==> src/rtl/pmem_line_responder.sv <==
// pmem_line_responder
// Responder side of the cache <-> physical memory line interface. A full-line
// read or write request is turned into a fixed-length burst of BEAT_W-wide
// beats on the memory bus. pmem_resp pulses for one cycle when the burst ends.
module pmem_line_responder #(
    parameter int ADDR_W = 32,
    parameter int LINE_W = 256,
    parameter int BEAT_W = 64
) (
    input  logic              clk,
    input  logic              reset_n,
    input  logic              pmem_read,
    input  logic              pmem_write,
    input  logic [ADDR_W-1:0] pmem_address,
    input  logic [LINE_W-1:0] pmem_wdata,
    output logic [LINE_W-1:0] pmem_rdata,
    output logic              pmem_resp,
    output logic [ADDR_W-1:0] burst_addr,
    output logic              burst_read,
    output logic              burst_write,
    output logic [BEAT_W-1:0] burst_wdata,
    input  logic [BEAT_W-1:0] burst_rdata,
    input  logic              burst_ack
);

    localparam int BEATS      = LINE_W / BEAT_W;
    localparam int CNT_W      = (BEATS > 1) ? $clog2(BEATS) : 1;
    localparam int LINE_BYTES = LINE_W / 8;

    // Clearing the in-line byte offset gives the line-aligned burst address.
    localparam logic [ADDR_W-1:0] ALIGN_MASK = ~ADDR_W'(LINE_BYTES - 1);
    localparam logic [CNT_W-1:0]  LAST_BEAT  = CNT_W'(BEATS - 1);

    typedef enum logic [1:0] {
        IDLE     = 2'd0,
        RD_BURST = 2'd1,
        WR_BURST = 2'd2,
        RESP     = 2'd3
    } state_t;

    state_t              state_q, state_d;
    logic [CNT_W-1:0]    beat_cnt_q, beat_cnt_d;
    logic [CNT_W-1:0]    beat_nxt;
    logic [ADDR_W-1:0]   addr_q, addr_d;
    logic [LINE_W-1:0]   line_q, line_d;
    logic [LINE_W-1:0]   rdata_q, rdata_d;
    logic [BEAT_W-1:0]   wdata_q, wdata_d;
    logic                rd_q, rd_d;
    logic                wr_q, wr_d;
    logic                resp_q, resp_d;

    assign beat_nxt = beat_cnt_q + 1'b1;

    // Next-state, beat counting and next values of every registered output.
    always_comb begin
        state_d    = state_q;
        beat_cnt_d = beat_cnt_q;
        addr_d     = addr_q;
        line_d     = line_q;
        rdata_d    = rdata_q;
        wdata_d    = wdata_q;
        rd_d       = 1'b0;
        wr_d       = 1'b0;
        resp_d     = 1'b0;

        case (state_q)
            IDLE: begin
                // Write has priority when both requests are raised together.
                if (pmem_write) begin
                    addr_d     = pmem_address & ALIGN_MASK;
                    line_d     = pmem_wdata;
                    wdata_d    = pmem_wdata[BEAT_W-1:0];
                    beat_cnt_d = '0;
                    wr_d       = 1'b1;
                    state_d    = WR_BURST;
                end else if (pmem_read) begin
                    addr_d     = pmem_address & ALIGN_MASK;
                    beat_cnt_d = '0;
                    rd_d       = 1'b1;
                    state_d    = RD_BURST;
                end
            end

            RD_BURST: begin
                rd_d = 1'b1;
                if (burst_ack) begin
                    line_d[int'(beat_cnt_q)*BEAT_W +: BEAT_W] = burst_rdata;
                    if (beat_cnt_q == LAST_BEAT) begin
                        // Publish the assembled line only on completion so the
                        // previous read result stays visible during the burst.
                        rdata_d    = line_d;
                        beat_cnt_d = '0;
                        rd_d       = 1'b0;
                        resp_d     = 1'b1;
                        state_d    = RESP;
                    end else begin
                        beat_cnt_d = beat_nxt;
                    end
                end
            end

            WR_BURST: begin
                wr_d = 1'b1;
                if (burst_ack) begin
                    if (beat_cnt_q == LAST_BEAT) begin
                        beat_cnt_d = '0;
                        wdata_d    = '0;
                        wr_d       = 1'b0;
                        resp_d     = 1'b1;
                        state_d    = RESP;
                    end else begin
                        beat_cnt_d = beat_nxt;
                        wdata_d    = line_q[int'(beat_nxt)*BEAT_W +: BEAT_W];
                    end
                end
            end

            RESP: begin
                state_d = IDLE;
            end

            default: begin
                state_d = IDLE;
            end
        endcase
    end

    // Control state and registered outputs; reset aborts any burst at once.
    always_ff @(posedge clk or negedge reset_n) begin
        if (!reset_n) begin
            state_q    <= IDLE;
            beat_cnt_q <= '0;
            addr_q     <= '0;
            rdata_q    <= '0;
            wdata_q    <= '0;
            rd_q       <= 1'b0;
            wr_q       <= 1'b0;
            resp_q     <= 1'b0;
        end else begin
            state_q    <= state_d;
            beat_cnt_q <= beat_cnt_d;
            addr_q     <= addr_d;
            rdata_q    <= rdata_d;
            wdata_q    <= wdata_d;
            rd_q       <= rd_d;
            wr_q       <= wr_d;
            resp_q     <= resp_d;
        end
    end

    // Line buffer: write data latched at accept, read beats assembled here.
    always_ff @(posedge clk) begin
        line_q <= line_d;
    end

    assign pmem_rdata  = rdata_q;
    assign pmem_resp   = resp_q;
    assign burst_addr  = addr_q;
    assign burst_read  = rd_q;
    assign burst_write = wr_q;
    assign burst_wdata = wdata_q;

endmodule

==> config.mk <==
export PLATFORM = sky130hd
export DESIGN_NAME = pmem_line_responder
export DESIGN_NICKNAME = d
export VERILOG_FILES = /design/src/rtl/pmem_line_responder.sv
export SDC_FILE = /design/constraint.sdc
export NUM_CORES = 1
export LEC_CHECK = 0
export CORE_AREA = 2 2 277 279
export DETAILED_ROUTE_END_ITERATION = 8
export DIE_AREA = 0 0 279 281
export PLACE_DENSITY_LB_ADDON = 0.15
export SLEW_MARGIN = 20
export SYNTH_ARGS = -nofsm -noshare
export SYNTH_HDL_FRONTEND = slang
export SYNTH_SLANG_ARGS = --single-unit
==> constraint.sdc <==
create_clock -name clk -period 34.9 [get_ports clk]
set_input_delay 3.49 -clock clk [delete_from_list [all_inputs] [get_ports clk]]
set_output_delay 3.49 -clock clk [all_outputs]
set_load 0.02 [all_outputs]
==> impl_metrics.yaml, run 1 <==
routing:
  vias: 23679
  drtIter0Drc: 2073
  dr.pass1.iters: 6
  ant_nets: 0
  routed_wirelength_um: 111000
  drc: 0
  wl_per_cell_um: 27.1
  viasPerCell: 5.80
timing:
  finalSetupViolCount: 0
  fin_crit_ns: 6.83
  final.period_utilization_pct: 19.6
  clock_skew_ns: 0.0378
  rsz0062_at_grt: "false"
  fmax_mhz: 146
  hold_viol_final: 0
  whs_ns: 0.479
  worst_slew_pin_slew_ns: 1.20
  final.setup.tns_ns: 0
  maxSlewViolCount: 0
  slew_headroom_pct: 20.3
setup_path:
  crit_chain: "clkdlybuf4s50_1, inv_2, a211oi_4, buf_4, buf_4, buf_4"
  cp_num_buf_inv: 5
  cp.required_ns: 35.12
  endpoint_kind: "flip-flop"
  critPathSlowestCell: "buf_4"
  crit_top_cell: "buf_4"
  crit_family: "buffers and inverters"
  cp.arrival_ns: 7.05
  startpoint_type: "primary input"
  max_stage_delay_ns: 0.93
  worstPathMaxFanout: 72
  critPathKind: "primary input to flip-flop"
finish:
  syn_to_final_growth_pct: 36.2
  nets: 3407
  nFillCells: 6781
  design_area_um2: 37800
  final_layout_size_suffix_gt1_share_pct: 8.21
clock_tree:
  cts_tree: "done"
  holdBufCountCts: 0
  clkSinkCount: 610
  cts.htree.levels: 3
  root_buffer: "clkbuf_16"
  cts_resized: 0
  clock_path_buffers: 3
  cts_buffers: 70
  cts_setup_buffers: 0
  clkLatencyLatePin_ns: 0.61
  clkTransAtPathRegs_ns: 0.05
floorplan:
  pin_count: 712
  initial_core_util_pct: 36.8
  die_h_um: 281
  core-area_um2: 75400
  dieArea_um2: 78400
  num_rows: 101
  chipWidth_um: 279
global_route:
  grt_pass1_wl_um: 159000
  grt_max_degree: 247
  grt_util_all_layers_pct: 27.4
  grt-ovfl-total: 0
  antenna_found_initial: 20
  grt_pass1_vias: 23453
power:
  power_density_nw_per_um2: 107
  power.switching_w: 0.00163
  clock_power_share_pct: 18.6
  combPwrFrac_pct: 46.5
  switching_share_pct: 40.5
  internal_power_w: 0.00240
  fin_total_pwr_w: 0.00404
  vdd_ir_drop_max_uv: 71.2
  sequentialPowerShare_pct: 34.9
  p_leak_nw: 14.5
synth:
  yosysTopAreaCell: "dfrtp_1"
  yosysUniqueCellTypes: 43
  netlist_instances: 2463
  ys_seq_area_share_pct: 59.7
  async_flop_share_pct: 58.0
  avgSynthCellArea_um2: 11.3
  synth_ff_type: "dfrtp_1"
  synthTopCellsByArea: "dfrtp_1 32%, edfxtp_1 28%, a21oi_1 5.8%, mux4_2 5.2%, nand2_1 3.5%"
  synth_top_area_share_pct: 31.9
  synth_edf_count: 256
  synth-seq-cells: 610
  yosysWarnings: 0
  post_synth_instance_area_um2: 27700
job:
  cap_violations: 0
status:
  status: "complete, no violations"
placed_design:
  gp_congestion: 0.873
  hpwl_um: 69700
  io_buffers: 701
  place_area_um2: 35400
min_path:
  hp-class: "flip-flop to flip-flop"
-- synthesized netlist by cell type (2+ instances only) --
cell type	number
ha_1	10
and4_1	64
mux2i_1	2
a221o_1	64
buf_4	16
mux4_2	64
buf_6	2
mux2_2	27
a22o_1	2
inv_1	7
clkbuf_1	176
nor4bb_1	2
buf_1	10
a32oi_1	110
edfxtp_1	256
buf_8	2
o21ai_1	81
nand2_1	259
inv_2	4
o21ai_0	175
a21oi_1	321
dfrtp_1	354
nor2_1	259
a22oi_1	82
nand3_1	2
buf_2	30
nor2b_1	66
-- placed cells by master (no fill, tap or decap), types with 2 or more instances in the layout --
master / n
edfxtp_1: 256
clkinv_8: 2
a221o_1: 64
o21ai_0: 175
a32oi_1: 110
ha_4: 3
a22o_1: 2
buf_16: 2
nor2b_1: 65
nor2b_4: 2
a22oi_1: 82
clkbuf_8: 7
dfrtp_1: 353
clkdlybuf4s50_1: 699
nor2_1: 259
conb_1: 5
nor4bb_4: 2
bufinv_16: 7
buf_12: 3
inv_2: 2
nand2_1: 259
mux2i_1: 2
clkinv_1: 2
diode_2: 14
inv_1: 6
clkbuf_16: 71
buf_4: 32
ha_1: 7
mux4_2: 64
clkbuf_1: 22
inv_6: 2
and4_1: 64
a21oi_1: 321
clkinvlp_4: 2
clkinv_2: 14
o21ai_1: 81
mux2_2: 27
-- routing by layer --
layer / vias up / global-route usage (%) / part of all wire (%)
met2: 1203 / 45.4 / 49
met3: 227 / 6.27 / 8.4
met5: - / 0 / 0.037
li1: 10372 / - / -
met4: 6 / 11.0 / 3.8
met1: 11871 / 34.9 / 39
-- cell type report --
| class | instances | area, µm² | share of cell area, % |
|---|---|---|---|
| antenna | 14 | 35.0 | 0.0928 |
| clock buffer | 100 | 1960 | 5.18 |
| clock inverter | 26 | 338 | 0.895 |
| inverter | 11 | 45.0 | 0.119 |
| multi-input combinational | 1609 | 10200 | 27.1 |
| sequential | 610 | 16500 | 43.8 |
| tap | 978 | 1220 | 3.24 |
| timing repair buffer | 738 | 7370 | 19.5 |
-- cells by family after synthesis --
logic type / count (synthesis) / synth area share [%]
compound gates: 842 / 18.7
fa+ha+maj: 10 / 0.451
buf+inv: 248 / 3.90
flops: 610 / 59.7
mux: 93 / 6.37
other cells: 1 / 0.0135
simple gates: 659 / 10.9
-- state kept, by name, indices dropped and copies added (netlist names) --
signal,flops
pmem_rdata,256
burst_wdata,64
burst_read,1
pmem_resp,1
burst_addr,27
burst_write,1
state_q,2
line_q,256
beat_cnt_q,2
-- final timing paths --
check / start / endpoint / slack [ns] / depth (start not counted)
min: pmem_rdata[228] / pmem_rdata[228] / 0.48 / 2
min reg2reg: pmem_rdata[228] / pmem_rdata[228] / 0.48 / 2
max reg2reg: state_q[1] / line_q[182] / 30.39 / 7
min in group asynchronous: reset_n / pmem_rdata[91] / 2.92 / 1
max: burst_ack / line_q[182] / 28.07 / 6
max in group asynchronous: reset_n / burst_wdata[19] / 30.48 / 2
-- power by group through the flow --
stage	logic [W]	clock network, W	registers (W)
2_1_floorplan	0.000902	0	0.00168
3_3_place_gp	0.00185	0	0.00140
3_5_place_dp	0.00187	0	0.00141
4_1_cts	0.00188	0.000764	0.00141
5_1_grt	0.00200	0.000792	0.00145
6_report	0.00188	0.000751	0.00141
-- worst register-to-register path, cell delays in order (launching register included) --
cell and delay (ns):
dfrtp_1 0.40, inv_1 0.18, ha_4 0.64, nor2_1 0.19, a211oi_4 0.18, buf_4 0.57, buf_4 0.86, buf_4 1.06
-- metrics by stage --
stage	std cells	setup WS, ns	utilization, %
final	4086	28.07	50.0
after global routing	4085	27.89	50.0
after CTS	4071	28.12	50.0
after detailed placement	3945	27.46	46.9
after global placement	3944	27.53	46.9
after floorplan	2467	11.45	-
(Power assumes the default switching activity.)
==> inputs of run 2 (changes only) <==
--- a/config.mk
+++ b/config.mk
@@ -5,9 +5,9 @@
 export SDC_FILE = /design/constraint.sdc
 export NUM_CORES = 1
 export LEC_CHECK = 0
-export CORE_AREA = 2 2 277 279
+export CORE_AREA = 2 2 275 277
 export DETAILED_ROUTE_END_ITERATION = 8
-export DIE_AREA = 0 0 279 281
+export DIE_AREA = 0 0 277 279
 export PLACE_DENSITY_LB_ADDON = 0.15
 export SLEW_MARGIN = 20
 export SYNTH_ARGS = -nofsm -noshare
==> constraint.sdc (replaced) <==
create_clock -name clk -period 6.2 [get_ports clk]
set_input_delay 0.62 -clock clk [delete_from_list [all_inputs] [get_ports clk]]
set_output_delay 0.62 -clock clk [all_outputs]
set_load 0.02 [all_outputs]
==> run 2 against run 1 <==
First-iteration DRC count hardly changed. Wire length barely moved. Global-route usage rose by 0.61 points. Worst hold slack got worse by 0.46 ns. Cell area rose by 0.28%. Critical path depth stayed put. Clock power grew to 5.8 times the previous value. Register-to-register slack got worse by 28 ns. Cell count shrank 0.17%. Sequential share of layout area fell by 0.12 points. Combinational power rose to 5.6 times the previous value. Largest power group unchanged. Highest routed layer unchanged.
==> impl_metrics.yaml, run 2 (synthesis results as in run 1) <==
timing:
  hold_viol_final: 0
  worst_slew_pin_slew_ns: 1.15
  finalSetupViolCount: 0
  setup_slack_ns: 1.93
  final.setup.tns_ns: 0
  maxSlewViolCount: 0
  fin_crit_ns: 4.27
  fmax_mhz: 234
  clock_skew_ns: 0.0339
  final.period_utilization_pct: 68.8
  slew_headroom_pct: 23.3
  rsz0062_at_grt: "false"
clock_tree:
  clock_path_buffers: 3
  cts.htree.levels: 3
  holdBufCountCts: 0
  cts_resized: 0
  cts_buffers: 70
  clkLatencyLatePin_ns: 0.61
  root_buffer: "clkbuf_16"
  cts_tree: "done"
  clkTransAtPathRegs_ns: 0.06
  cts_setup_buffers: 0
  clkSinkCount: 610
setup_path:
  critPathKind: "flip-flop to flip-flop"
  endpoint_kind: "flip-flop"
  max_stage_delay_ns: 0.82
  ff2ff_setup_slack_ns: 1.93
  worstPathMaxFanout: 53
  reg2reg_depth: 6
  crit_family: "buffers and inverters"
  crit_chain: "inv_1, ha_4, buf_4, buf_4, mux4_2, a221o_1"
  reg2reg_from: "beat_cnt_q[0]"
  startpoint_type: "flip-flop"
  cp_num_buf_inv: 3
  cp.required_ns: 6.67
  critPathSlowestCell: "dfrtp_4"
  r2r_end: "burst_wdata[18]"
  cp.arrival_ns: 4.74
  crit_top_cell: "buf_4"
global_route:
  grt_max_degree: 229
  grt_pass1_vias: 24067
  grt_util_all_layers_pct: 28.0
  grt-ovfl-total: 0
  grt_pass1_wl_um: 163000
  antenna_found_initial: 21
routing:
  wl_met3_um: 9270
  routed-wl-met2_um: 53500
  drt-met1-wl_um: 43500
  drc: 0
  drtIter0Drc: 2074
  wl_per_cell_um: 27.1
  routed_wirelength_um: 111000
  viasPerCell: 5.85
  top_layer_used: "met5"
  vias: 23882
  dr.pass1.iters: 5
  ant_nets: 0
finish:
  nets: 3407
  layout_commonest_cell: "clkdlybuf4s50_1"
  final_cell_mix: "699 x clkdlybuf4s50_1, 353 x dfrtp_1, 321 x a21oi_1"
  final_layout_size_suffix_gt1_share_pct: 8.40
  syn_to_final_growth_pct: 36.5
power:
  switching_share_pct: 40.4
  sequentialPowerShare_pct: 34.6
  power_density_nw_per_um2: 604
  combPwrFrac_pct: 46.5
  power.switching_w: 0.00924
  fin_total_pwr_w: 0.0229
  vdd_ir_drop_max_uv: 320
  p_leak_nw: 14.5
  clock_power_share_pct: 18.9
  internal_power_w: 0.0136
placed_design:
  io_buffers: 701
  hpwl_um: 70100
  gp_congestion: 0.864
  dp_slack_ns: 1.96
floorplan:
  initial_core_util_pct: 37.4
  num_rows: 100
  pin_count: 712
  dieArea_um2: 77300
  core-area_um2: 74100
  die_h_um: 279
  chipWidth_um: 277
job:
  cap_violations: 0
status:
  status: "complete, no violations"
min_path:
  hp-class: "primary input to asynchronous set/reset pin"
[run 2: how the worst max path moves through the flow]
stage / startpoint / endpoint / cells past startpoint
after floorplan: state_q[0] / line_q[0] / 5
after global placement: beat_cnt_q[0] / burst_wdata[16] / 6
after detailed placement: beat_cnt_q[0] / burst_wdata[24] / 6
after CTS: beat_cnt_q[0] / burst_wdata[24] / 6
after global routing: beat_cnt_q[0] / burst_wdata[18] / 6
final: beat_cnt_q[0] / burst_wdata[18] / 6
[run 2: metrics by stage]
stage          std cells  hold WS (ns)  utilization (%)  instance area [µm²]
5_1_grt             4078        0.0621             51.1                37900
3_5_place_dp        3936         0.469             47.8                35400
3_3_place_gp        3935         0.461             47.8                35400
2_1_floorplan       2467         0.324                -                27800
6_report            4079        0.0217             51.1                37900
4_1_cts             4064        0.0483             51.0                37800
[run 2: layout make-up]
class                           instances  area (µm²)
Fill cell                            6680       36200
Sequential cell                       610       16500
Multi-Input combinational cell       1609       10200
Timing Repair Buffer                  738        7400
Clock buffer                           93        1970
Tap cell                              969        1210
Clock inverter                         35         404
Inverter                               11        45.0
Antenna cell                           14        35.0
[run 2: layer usage]
layer / track usage, % / vias to the layer above
met4: 12.2 / 10
met2: 45.8 / 1208
met5: 0 / -
li1: - / 10380
met3: 6.65 / 249
met1: 35.7 / 12035
[run 2: worst reg2reg max path, cell delays in order (launching register included)]
cell	delay [ns]
dfrtp_4	0.82
inv_1	0.26
ha_4	0.73
buf_4	0.73
buf_4	0.78
mux4_2	0.50
a221o_1	0.32
[run 2: power by group through the flow]
stage	Sequential [W]	Combinational, W	Clock [W]
3_3_place_gp	0.00788	0.0104	0
6_report	0.00791	0.0106	0.00432
4_1_cts	0.00790	0.0106	0.00439
5_1_grt	0.00813	0.0114	0.00456
3_5_place_dp	0.00794	0.0106	0
2_1_floorplan	0.00889	0.00508	0
==> inputs of run 3 (changes only) <==
--- a/config.mk
+++ b/config.mk
@@ -5,9 +5,9 @@
 export SDC_FILE = /design/constraint.sdc
 export NUM_CORES = 1
 export LEC_CHECK = 0
-export CORE_AREA = 2 2 275 277
+export CORE_AREA = 2 2 277 279
 export DETAILED_ROUTE_END_ITERATION = 8
-export DIE_AREA = 0 0 277 279
+export DIE_AREA = 0 0 279 281
 export PLACE_DENSITY_LB_ADDON = 0.15
 export SLEW_MARGIN = 20
 export SYNTH_ARGS = -nofsm -noshare
==> constraint.sdc (replaced) <==
create_clock -name clk -period 4.33 [get_ports clk]
set_input_delay 0.433 -clock clk [delete_from_list [all_inputs] [get_ports clk]]
set_output_delay 0.433 -clock clk [all_outputs]
set_load 0.02 [all_outputs]
==> run 3 against run 2 <==
Sequential share of layout area fell by 0.22 points. Power rose by 43%. Clock skew fell by 0.0037 ns. Clock power rose by 39%. Critical path depth rose by 1. First-iteration DRC count rose by 7.8%. Non-clock buffer count rose by 17.
==> impl_metrics.yaml, run 3 (synthesis results as in run 1) <==
status:
  status: "complete, no violations"
timing:
  rsz0062_at_grt: "false"
  fin_crit_ns: 3.22
  finalSetupViolCount: 0
  slew_headroom_pct: 22.4
  fmax_mhz: 310
  final.period_utilization_pct: 74.4
  hold_viol_final: 0
  maxSlewViolCount: 0
  worst_slew_pin_slew_ns: 1.16
  setup_slack_ns: 1.11
  clock_skew_ns: 0.0302
global_route:
  antenna_found_initial: 24
  grt_pass1_wl_um: 162000
  grt_util_all_layers_pct: 27.8
  grt_max_degree: 243
  grt-ovfl-total: 0
  grt_pass1_vias: 24069
placed_design:
  hpwl_um: 71700
  dp_slack_ns: 1.07
  gp_congestion: 0.879
  io_buffers: 701
finish:
  layout_commonest_cell: "clkdlybuf4s50_1"
  syn_to_final_growth_pct: 37.2
  fin_util_pct: 50.4
  final_cell_mix: "699 x clkdlybuf4s50_1, 353 x dfrtp_1, 321 x a21oi_1"
  nets: 3425
  final_layout_size_suffix_gt1_share_pct: 8.87
floorplan:
  chipWidth_um: 279
  die_h_um: 281
  num_rows: 101
  pin_count: 712
  initial_core_util_pct: 36.8
  core-area_um2: 75400
  dieArea_um2: 78400
setup_path:
  worstPathMaxFanout: 73
  cp.required_ns: 4.80
  endpoint_kind: "flip-flop"
  cp.arrival_ns: 3.69
  critPathKind: "flip-flop to flip-flop"
  startpoint_type: "flip-flop"
min_path:
  hp-class: "primary input to flip-flop"
routing:
  ant_nets: 0
  wl_per_cell_um: 27.4
  viasPerCell: 5.78
  routed_wirelength_um: 113000
  drtIter0Drc: 2236
  drc: 0
  vias: 23774
  dr.pass1.iters: 5
clock_tree:
  cts_resized: 0
  clock_path_buffers: 3
  root_buffer: "clkbuf_16"
  cts_buffers: 71
  cts.htree.levels: 3
  clkLatencyLatePin_ns: 0.61
  cts_tree: "done"
  cts_setup_buffers: 0
  clkSinkCount: 610
  clkTransAtPathRegs_ns: 0.06
power:
  vdd_ir_drop_max_uv: 619
  p_leak_nw: 14.6
  power_density_nw_per_um2: 859
job:
  cap_violations: 0
## run 3: cell count changes in the layout (fill, tap and decap cells not counted), moves of 2 or more
cell,delta
diode_2,+7
buf_4,+7
buf_12,+10
clkinv_2,-3
clkbuf_8,+10
clkinv_1,-6
bufinv_16,-6
clkbuf_1,+6
clkinv_4,+2
clkinvlp_4,-2
## run 3: cell type report
cell class              instances  area (µm²)
well taps                     978        1220
diodes                         21        52.6
repair buffers                755        7650
flip-flops and latches        610       16500
inverters                      11        45.0
multi-input cells            1609       10200
clock inverters                20         181
fillers                      6726       37400
clock buffers                 108        2110
## run 3: routing by layer
metal	wire, µm	part of all wire (%)	vias to the layer above	GRT usage [%]
li1	-	-	10427	-
met1	43700	39	11883	34.8
met2	55000	49	1225	46.4
met3	9390	8.3	235	6.09
met4	4490	4.0	4	12.2
met5	23	0.020	-	0
## run 3: where the power goes
part | leakage, nW | switching (W) | internal (W) | total (W)
registers | 7.09 | 0.00157 | 0.00970 | 0.0113
logic | 6.40 | 0.00926 | 0.00618 | 0.0154
clock network | 1.13 | 0.00250 | 0.00348 | 0.00599
## run 3: worst paths after layout
check	slack, ns	from	cells past startpoint	end
worst min-delay path	0.32	pmem_write	3	burst_read
max in group asynchronous	2.65	reset_n	4	burst_wdata[34]
min in group asynchronous	0.47	reset_n	2	pmem_rdata[149]
worst min register to register	0.48	pmem_rdata[120]	2	pmem_rdata[120]
worst max register to register	1.11	beat_cnt_q[0]	7	pmem_rdata[76]
worst max-delay path	1.11	beat_cnt_q[0]	7	pmem_rdata[76]
## run 3: per-stage QoR
step	total power (W)	setup TNS, ns	hold slack [ns]	cell area, µm²	std cells
3_3_place_gp	0.0264	0	0.463	35700	3962
6_report	0.0327	0	0.322	38100	4112
2_1_floorplan	0.0194	-930.34	0.137	27800	2467
3_5_place_dp	0.0267	0	0.471	35700	3962
5_1_grt	0.0344	0	0.317	38100	4111
4_1_cts	0.0328	0	0.278	38000	4091
## run 3: critical path, cell delays in order (launching register included)
cell	delay [ns]
dfrtp_4	0.42
buf_12	0.58
ha_1	0.48
nand3_4	0.65
buf_12	0.46
buf_4	0.25
nand2_1	0.09
o21ai_0	0.08
## run 3: what timing repair did
action / 4_1_cts / 5_1_grt
endpoints found under the hold margin: 60 / 0
endpoints found under the setup margin: 0 / 0
hold buffers: 1 / 0
